### src/rtl/lc3_mem_pkg.sv
// rtl/lc3_mem_pkg.sv - shared types and round-robin helper for the LC-3 memory arbiter
package lc3_mem_pkg;

  localparam int DEF_ADDR_W = 16;
  localparam int DEF_DATA_W = 16;

  typedef enum logic [1:0] {IDLE, ISSUE, WAIT, DONE} arb_state_t;

  typedef logic port_id_t;

  // With both ports requesting, the port that was not served last wins.
  function automatic port_id_t rr_pick(input logic req0, input logic req1, input port_id_t last);
    if (req0 && req1) begin
      return port_id_t'(~last);
    end else if (req1) begin
      return 1'b1;
    end else begin
      return 1'b0;
    end
  endfunction

endpackage

### src/rtl/lc3_mem_arbiter.sv
// rtl/lc3_mem_arbiter.sv - two-port round-robin arbiter in front of the single-port LC-3 memory
// One transaction in flight; read latency is hidden behind a req/done handshake.
module lc3_mem_arbiter
  import lc3_mem_pkg::*;
#(
  parameter int ADDR_W     = DEF_ADDR_W,
  parameter int DATA_W     = DEF_DATA_W,
  parameter int RD_LATENCY = 1
) (
  input  logic              clk,
  input  logic              reset,

  input  logic              m0_req,
  input  logic              m0_we,
  input  logic [ADDR_W-1:0] m0_addr,
  input  logic [DATA_W-1:0] m0_wdata,
  output logic              m0_gnt,
  output logic              m0_done,
  output logic [DATA_W-1:0] m0_rdata,

  input  logic              m1_req,
  input  logic              m1_we,
  input  logic [ADDR_W-1:0] m1_addr,
  input  logic [DATA_W-1:0] m1_wdata,
  output logic              m1_gnt,
  output logic              m1_done,
  output logic [DATA_W-1:0] m1_rdata,

  output logic              mem_we,
  output logic [ADDR_W-1:0] mem_addr,
  output logic [DATA_W-1:0] mem_wdata,
  input  logic [DATA_W-1:0] mem_rdata
);

  localparam int CNT_W = $clog2(RD_LATENCY + 1);

  arb_state_t               state_q, state_d;
  port_id_t                 win_q, win_d;
  port_id_t                 last_q, last_d;
  logic                     we_q, we_d;
  logic [CNT_W-1:0]         cnt_q, cnt_d;
  logic [1:0]               gnt_q, gnt_d;
  logic [1:0]               done_q, done_d;
  logic [1:0][DATA_W-1:0]   rdata_q, rdata_d;
  logic                     mem_we_q, mem_we_d;
  logic [ADDR_W-1:0]        mem_addr_q, mem_addr_d;
  logic [DATA_W-1:0]        mem_wdata_q, mem_wdata_d;

  always_ff @(posedge clk) begin
    if (reset) begin
      state_q     <= IDLE;
      win_q       <= 1'b0;
      last_q      <= 1'b1;
      we_q        <= 1'b0;
      cnt_q       <= '0;
      gnt_q       <= '0;
      done_q      <= '0;
      rdata_q     <= '0;
      mem_we_q    <= 1'b0;
      mem_addr_q  <= '0;
      mem_wdata_q <= '0;
    end else begin
      state_q     <= state_d;
      win_q       <= win_d;
      last_q      <= last_d;
      we_q        <= we_d;
      cnt_q       <= cnt_d;
      gnt_q       <= gnt_d;
      done_q      <= done_d;
      rdata_q     <= rdata_d;
      mem_we_q    <= mem_we_d;
      mem_addr_q  <= mem_addr_d;
      mem_wdata_q <= mem_wdata_d;
    end
  end

  // Outputs are registered, so each transition loads the values seen in the state being entered.
  always_comb begin
    state_d     = state_q;
    win_d       = win_q;
    last_d      = last_q;
    we_d        = we_q;
    cnt_d       = cnt_q;
    gnt_d       = gnt_q;
    done_d      = '0;
    rdata_d     = rdata_q;
    mem_we_d    = 1'b0;
    mem_addr_d  = mem_addr_q;
    mem_wdata_d = mem_wdata_q;

    unique case (state_q)
      IDLE: begin
        if (m0_req || m1_req) begin
          win_d        = rr_pick(m0_req, m1_req, last_q);
          we_d         = win_d ? m1_we : m0_we;
          mem_addr_d   = win_d ? m1_addr : m0_addr;
          mem_wdata_d  = win_d ? m1_wdata : m0_wdata;
          mem_we_d     = we_d;
          gnt_d        = '0;
          gnt_d[win_d] = 1'b1;
          state_d      = ISSUE;
        end
      end
      ISSUE: begin
        if (we_q) begin
          gnt_d         = '0;
          done_d[win_q] = 1'b1;
          state_d       = DONE;
        end else begin
          cnt_d   = CNT_W'(RD_LATENCY);
          state_d = WAIT;
        end
      end
      WAIT: begin
        cnt_d = cnt_q - CNT_W'(1);
        if (cnt_q == CNT_W'(1)) begin
          rdata_d[win_q] = mem_rdata;
          gnt_d          = '0;
          done_d[win_q]  = 1'b1;
          state_d        = DONE;
        end
      end
      DONE: begin
        last_d  = win_q;
        state_d = IDLE;
      end
      default: begin
        state_d = IDLE;
      end
    endcase
  end

  assign m0_gnt    = gnt_q[0];
  assign m1_gnt    = gnt_q[1];
  assign m0_done   = done_q[0];
  assign m1_done   = done_q[1];
  assign m0_rdata  = rdata_q[0];
  assign m1_rdata  = rdata_q[1];
  assign mem_we    = mem_we_q;
  assign mem_addr  = mem_addr_q;
  assign mem_wdata = mem_wdata_q;

endmodule
### config.mk
export PLATFORM = sky130hd
export DESIGN_NAME = lc3_mem_arbiter
export DESIGN_NICKNAME = d
export VERILOG_FILES = /design/src/rtl/lc3_mem_pkg.sv /design/src/rtl/lc3_mem_arbiter.sv
export SDC_FILE = /design/constraint.sdc
export NUM_CORES = 1
export LEC_CHECK = 0
export CORE_UTILIZATION = 25
export DETAILED_ROUTE_END_ITERATION = 6
export REMOVE_ABC_BUFFERS = 1
export SYNTH_ARGS = -nofsm -noshare
export SYNTH_HDL_FRONTEND = slang
export SYNTH_SLANG_ARGS = --single-unit
### constraint.sdc
create_clock -name clk -period 2.5 [get_ports clk]
set_clock_uncertainty 0.05 [all_clocks]
set_input_delay 0.5 -clock clk [delete_from_list [all_inputs] [get_ports clk]]
set_output_delay 0.5 -clock clk [all_outputs]
set_load 0.005 [all_outputs]
After elaboration in Yosys (flattened, before gate mapping)
Cells that the tools add are included.

Register bits: 75. Bits in latches: 0. Memory bits (writable): 0. Memory bits (read-only): 0. Input port bits: 86. Output and inout bits: 69. Logic and storage cells: 67. Memories: 0.

Add/sub/neg operators: 1. Multiply operators: 0. Div/mod/pow operators: 0. Order comparisons: 4. Equality and inequality tests: 7. Shift-type cells: 0. Muxes and demuxes: 27. Bitwise operators: 3. Reduce and logical (&&, ||, !) cells: 13.

Operator list (count): two-way mux 16 bit (3); bitwise mux 32 bit (1); demux 16 bit (select 1 bit) (1); two-way mux 2 bit (7); two-way mux 1 bit (9); != test 2 bit (second input constant) (4); case mux 2 bit (4 select lines) (1); AND reduction 2 bit (4); case mux 2 bit (3 select lines) (1); equality test 2 bit (second input constant) (2); less-than comparator 1 x 2 -> 1 bit (second input constant) (2); case mux 2 bit (2 select lines) (1); AND reduction 4 bit (1); logical AND 1 bit (3); inverter 1 bit (3); nonzero test 3 bit (1); OR reduction 3 bit (1); demux 1 bit (select 1 bit) (2); equality test 2 x 1 -> 1 bit (second input constant) (1); >= comparator 1 bit (second input constant) (2); logical NOT 2 bit (1); case mux 1 bit (2 select lines) (1); nonzero test 2 bit (1); logical OR 1 bit (1); subtractor 1 bit (second input constant) (1).

Longest topological paths before layout
Word-level depth: 10. Depth in mapped cells: 7. Depth with buffers taken out: 5.

Worst setup path before layout
No wires, ideal clock.

Path kind: flip-flop to flip-flop. From: register state_q[0]. To: register gnt_q[0]. Setup time: 0.123 ns. Arrival time: 1.574 ns. Required time: 2.327 ns. Slack: 0.753 ns. Stages on the path, launching flop included: 6. Buffers on the path: 0. Period minus slack after synthesis: 1.747 ns. Path through: dfxtp_1 > inv_1 > ha_1 > or3_1 > and4bb_1 > mux2_1.

Cells in the longest elaborated chain, start to end: 3.

Ends and longest elaborated chain: start, declared (line lc3_mem_arbiter.sv:37) `arb_state_t state_q, state_d;`; start signal, assigned (line lc3_mem_arbiter.sv:63) `state_q <= state_d;`; equality test 2 x 1 -> 1 bit (tied with other cells) (line lc3_mem_arbiter.sv:91) `unique case (state_q)`; != test 2 bit (no line) / nonzero test 3 bit (equally long branches); AND reduction 4 bit (no line); end signal, assigned (line lc3_mem_arbiter.sv:68) `gnt_q <= gnt_d;`; end, declared (line lc3_mem_arbiter.sv:42) `logic [1:0] gnt_q, gnt_d;`.

Parallel ways exist; a longest one is shown, timed or not. A chain may end at the register's enable or synchronous reset.

Final worst setup path
From: register state_q[1]. To: register gnt_q[0].

The elaborated chain is that of the path after synthesis.

==> results.py <==
metrics = {
    "setup_path": {
        "start_kind": "flip-flop",
        "cp-end-kind": "flip-flop",
        "critPathKind": "reg -> reg",
        "crit_path_cell_trace": "inv_1 > ha_1 > or3_1 > and4bb_1 > mux2_1",
        "cp.arrival_ps": 2030,
        "critPathSlowestCell": "dfxtp_1",
        "cp.required_ps": 2660,
        "max_stage_delay_ps": 420,
        "r2r_cells": 5,
        "crit_path_max_fanout": 6,
    },
    "routing": {
        "detail-route-antenna-nets": 0,
        "drt-wirelength-per-cell_um": 12.8,
        "drtIter0Drc": 94,
        "drc": 0,
        "drt-total-wl_um": 8530,
        "viasPerCell": 4.45,
        "first_pass_iters": 4,
        "vias": 2956,
    },
    "synthesis": {
        "yosys.cell_count.top_type": "dfxtp_1",
        "yosysWarnings": 0,
        "synth_edf_count": 0,
        "synth_top_area_frac": 0.476,
        "synth_seq_cells": 75,
        "yosys.area.top_type": "dfxtp_1",
        "dominantRegCellSynth": "dfxtp_1",
        "synth-seq-area-share": 0.476,
        "syn_area_mm2": 0.00315,
        "async_flop_share": 0,
        "synth_commonest_cells": "75 x dfxtp_1, 67 x nand2_1, 37 x nor2_1, 34 x a21oi_1, 34 x mux2i_1",
        "synthDistinctLibCells": 36,
        "synthTopCellsByArea": "dfxtp_1 48%, mux2i_1 11%, nand2_1 8.0%",
        "synthCells": 347,
        "syn_avg_cell_area_um2": 9.09,
    },
    "timing": {
        "fin_crit_ps": 1870,
        "worst_pin_slew_ps": 775,
        "hold_viol": 0,
        "setup_slack_ps": 631,
        "rsz0062_at_grt": "no",
        "max_freq_mhz": 535,
        "finalSetupTns_ps": 0,
        "slew_headroom": 0.482,
        "slew_violations": 0,
        "period_share": 0.748,
        "setup_viol": 0,
    },
    "clocking": {
        "clk_path_buf_depth": 2,
        "cts_resized": 0,
        "post-cts-setup-buffers": 0,
        "cts_tree": "done",
        "insertion_delay_ps": 330,
        "holdBufCountCts": 0,
        "cts_sinks": 75,
        "clk_pin_slew_ps": 60,
        "cts_buffers": 9,
        "root_buffer": "clkbuf_16",
        "cts_htree_levels": 3,
    },
    "finish": {
        "final_nets": 584,
        "syn_to_final_growth_pct": 63.3,
        "instances_no_fill": 664,
        "antennaDiodeCount": 0,
        "fin_area_mm2": 0.00515,
        "drive_above_1_share": 0.0524,
    },
    "placement": {
        "gp_congestion": 0.725,
        "dpl_cell_area_mm2": 0.00480,
        "port_buffers": 154,
        "dp_slack_ps": 362,
        "dp_hpwl_um": 6140,
        "dp.cells": 648,
    },
    "floorplanning": {
        "fp-row-count": 40,
        "dieArea_mm2": 0.0131,
        "core_area_mm2": 0.0122,
        "initial_utilization": 0.259,
        "die_w_um": 114,
        "dieHeight_um": 114,
        "ioPinCount": 155,
    },
    "grt": {
        "grt_max_degree": 67,
        "grt_usage": 0.134,
        "grt_first_pass_wirelength_um": 13700,
        "grt_pass1_vias": 2859,
        "grt_overflow": 0,
        "grt_antenna_before_repair": 0,
    },
    "power": {
        "ir_drop_mv": 0.416,
        "p_leak_nw": 1.84,
        "finalPower_mw": 4.60,
        "powerDensity_mw_per_mm2": 892,
    },
    "status": {
        "status": "finished, final reports clean",
    },
    "job": {
        "maxCapViolations": 0,
    },
    "worst_hold_path": {
        "holdPathStages": 2,
        "hp-class": "in -> reg",
    },
}
-- cell type report --
cell class	instances	area [um2]
Fill cell	1229	7010
Clock buffer	13	280
Multi-Input combinational cell	243	1480
Sequential cell	75	1500
Inverter	3	11.3
Timing Repair Buffer	159	1600
Tap cell	168	210
Clock inverter	3	67.6
-- routing by layer --
metal	vias to the layer above	track usage	routed length, um
met2	128	0.211	3740
met3	8	0.0561	840
met1	1334	0.160	3810
met4	0	0.0597	133
met5	-	0	0
li1	1486	-	-
-- report_power, final --
part / total (mW) / switching (mW) / internal, mW / leakage [nW]
Combinational: 1.52 / 0.684 / 0.841 / 1.05
Sequential: 1.60 / 0.156 / 1.45 / 0.614
Clock: 1.47 / 0.488 / 0.983 / 0.168
-- worst max-delay path: cells and delay by family (launching register included) --
family	cells	cell delay [ps]
mux	1	320
flops	1	420
simple gates	2	610
fa+ha+maj	1	250
buf+inv	1	120
-- stage by stage --
step | util | hold WS, ps
after CTS | 0.424 | 362
after detailed placement | 0.395 | 398
after global routing | 0.424 | 385
after global placement | 0.395 | 392
final | 0.424 | 379
after floorplan | - | 397
-- flip-flops by register name (all words and copies together), names as in the netlist, 2 cells and up --
| name | cells |
|---|---|
| mem_wdata | 16 |
| mem_addr | 16 |
| gnt_q | 2 |
| m0_rdata | 16 |
| done_q | 2 |
| state_q | 2 |
| m1_rdata | 16 |
-- cell families (layout without fill, tap and decap cells) --
group                      after synthesis  in the layout  synth area share
AOI/OAI and AO/OA                       77             77             0.159
adders and majority gates                7              7            0.0278
buffers and inverters                   29            178            0.0563
DFF                                     75             75             0.476
muxes                                   35             35             0.111
and+or+nand+nor                        124            124             0.169
-- placed cells by master (no fill, tap or decap), types with 3 or more instances in the layout --
cell type        instances
clkdlybuf4s50_1        153
clkbuf_16                9
nand2_1                 67
mux2i_1                 34
inv_1                    3
nand2b_1                 3
dfxtp_1                 75
buf_4                    3
clkbuf_8                 4
nor2_1                  37
ha_1                     7
a211oi_1                33
a21oi_1                 34
nor2b_1                  3
-- path summary, 6_finish.rpt --
check / slack, ps / endpoint / from
min: 380 / mem_addr[10]$_SDFFE_PP0P_ / reset
max reg2reg: 630 / gnt_q[0]$_SDFFE_PP0P_ / state_q[1]$_SDFFE_PP0P_
min reg2reg: 400 / m0_rdata[10]$_SDFFE_PP0P_ / m0_rdata[10]$_SDFFE_PP0P_
max: 630 / gnt_q[0]$_SDFFE_PP0P_ / state_q[1]$_SDFFE_PP0P_
No activity file was read; power rests on OpenSTA's default activity.
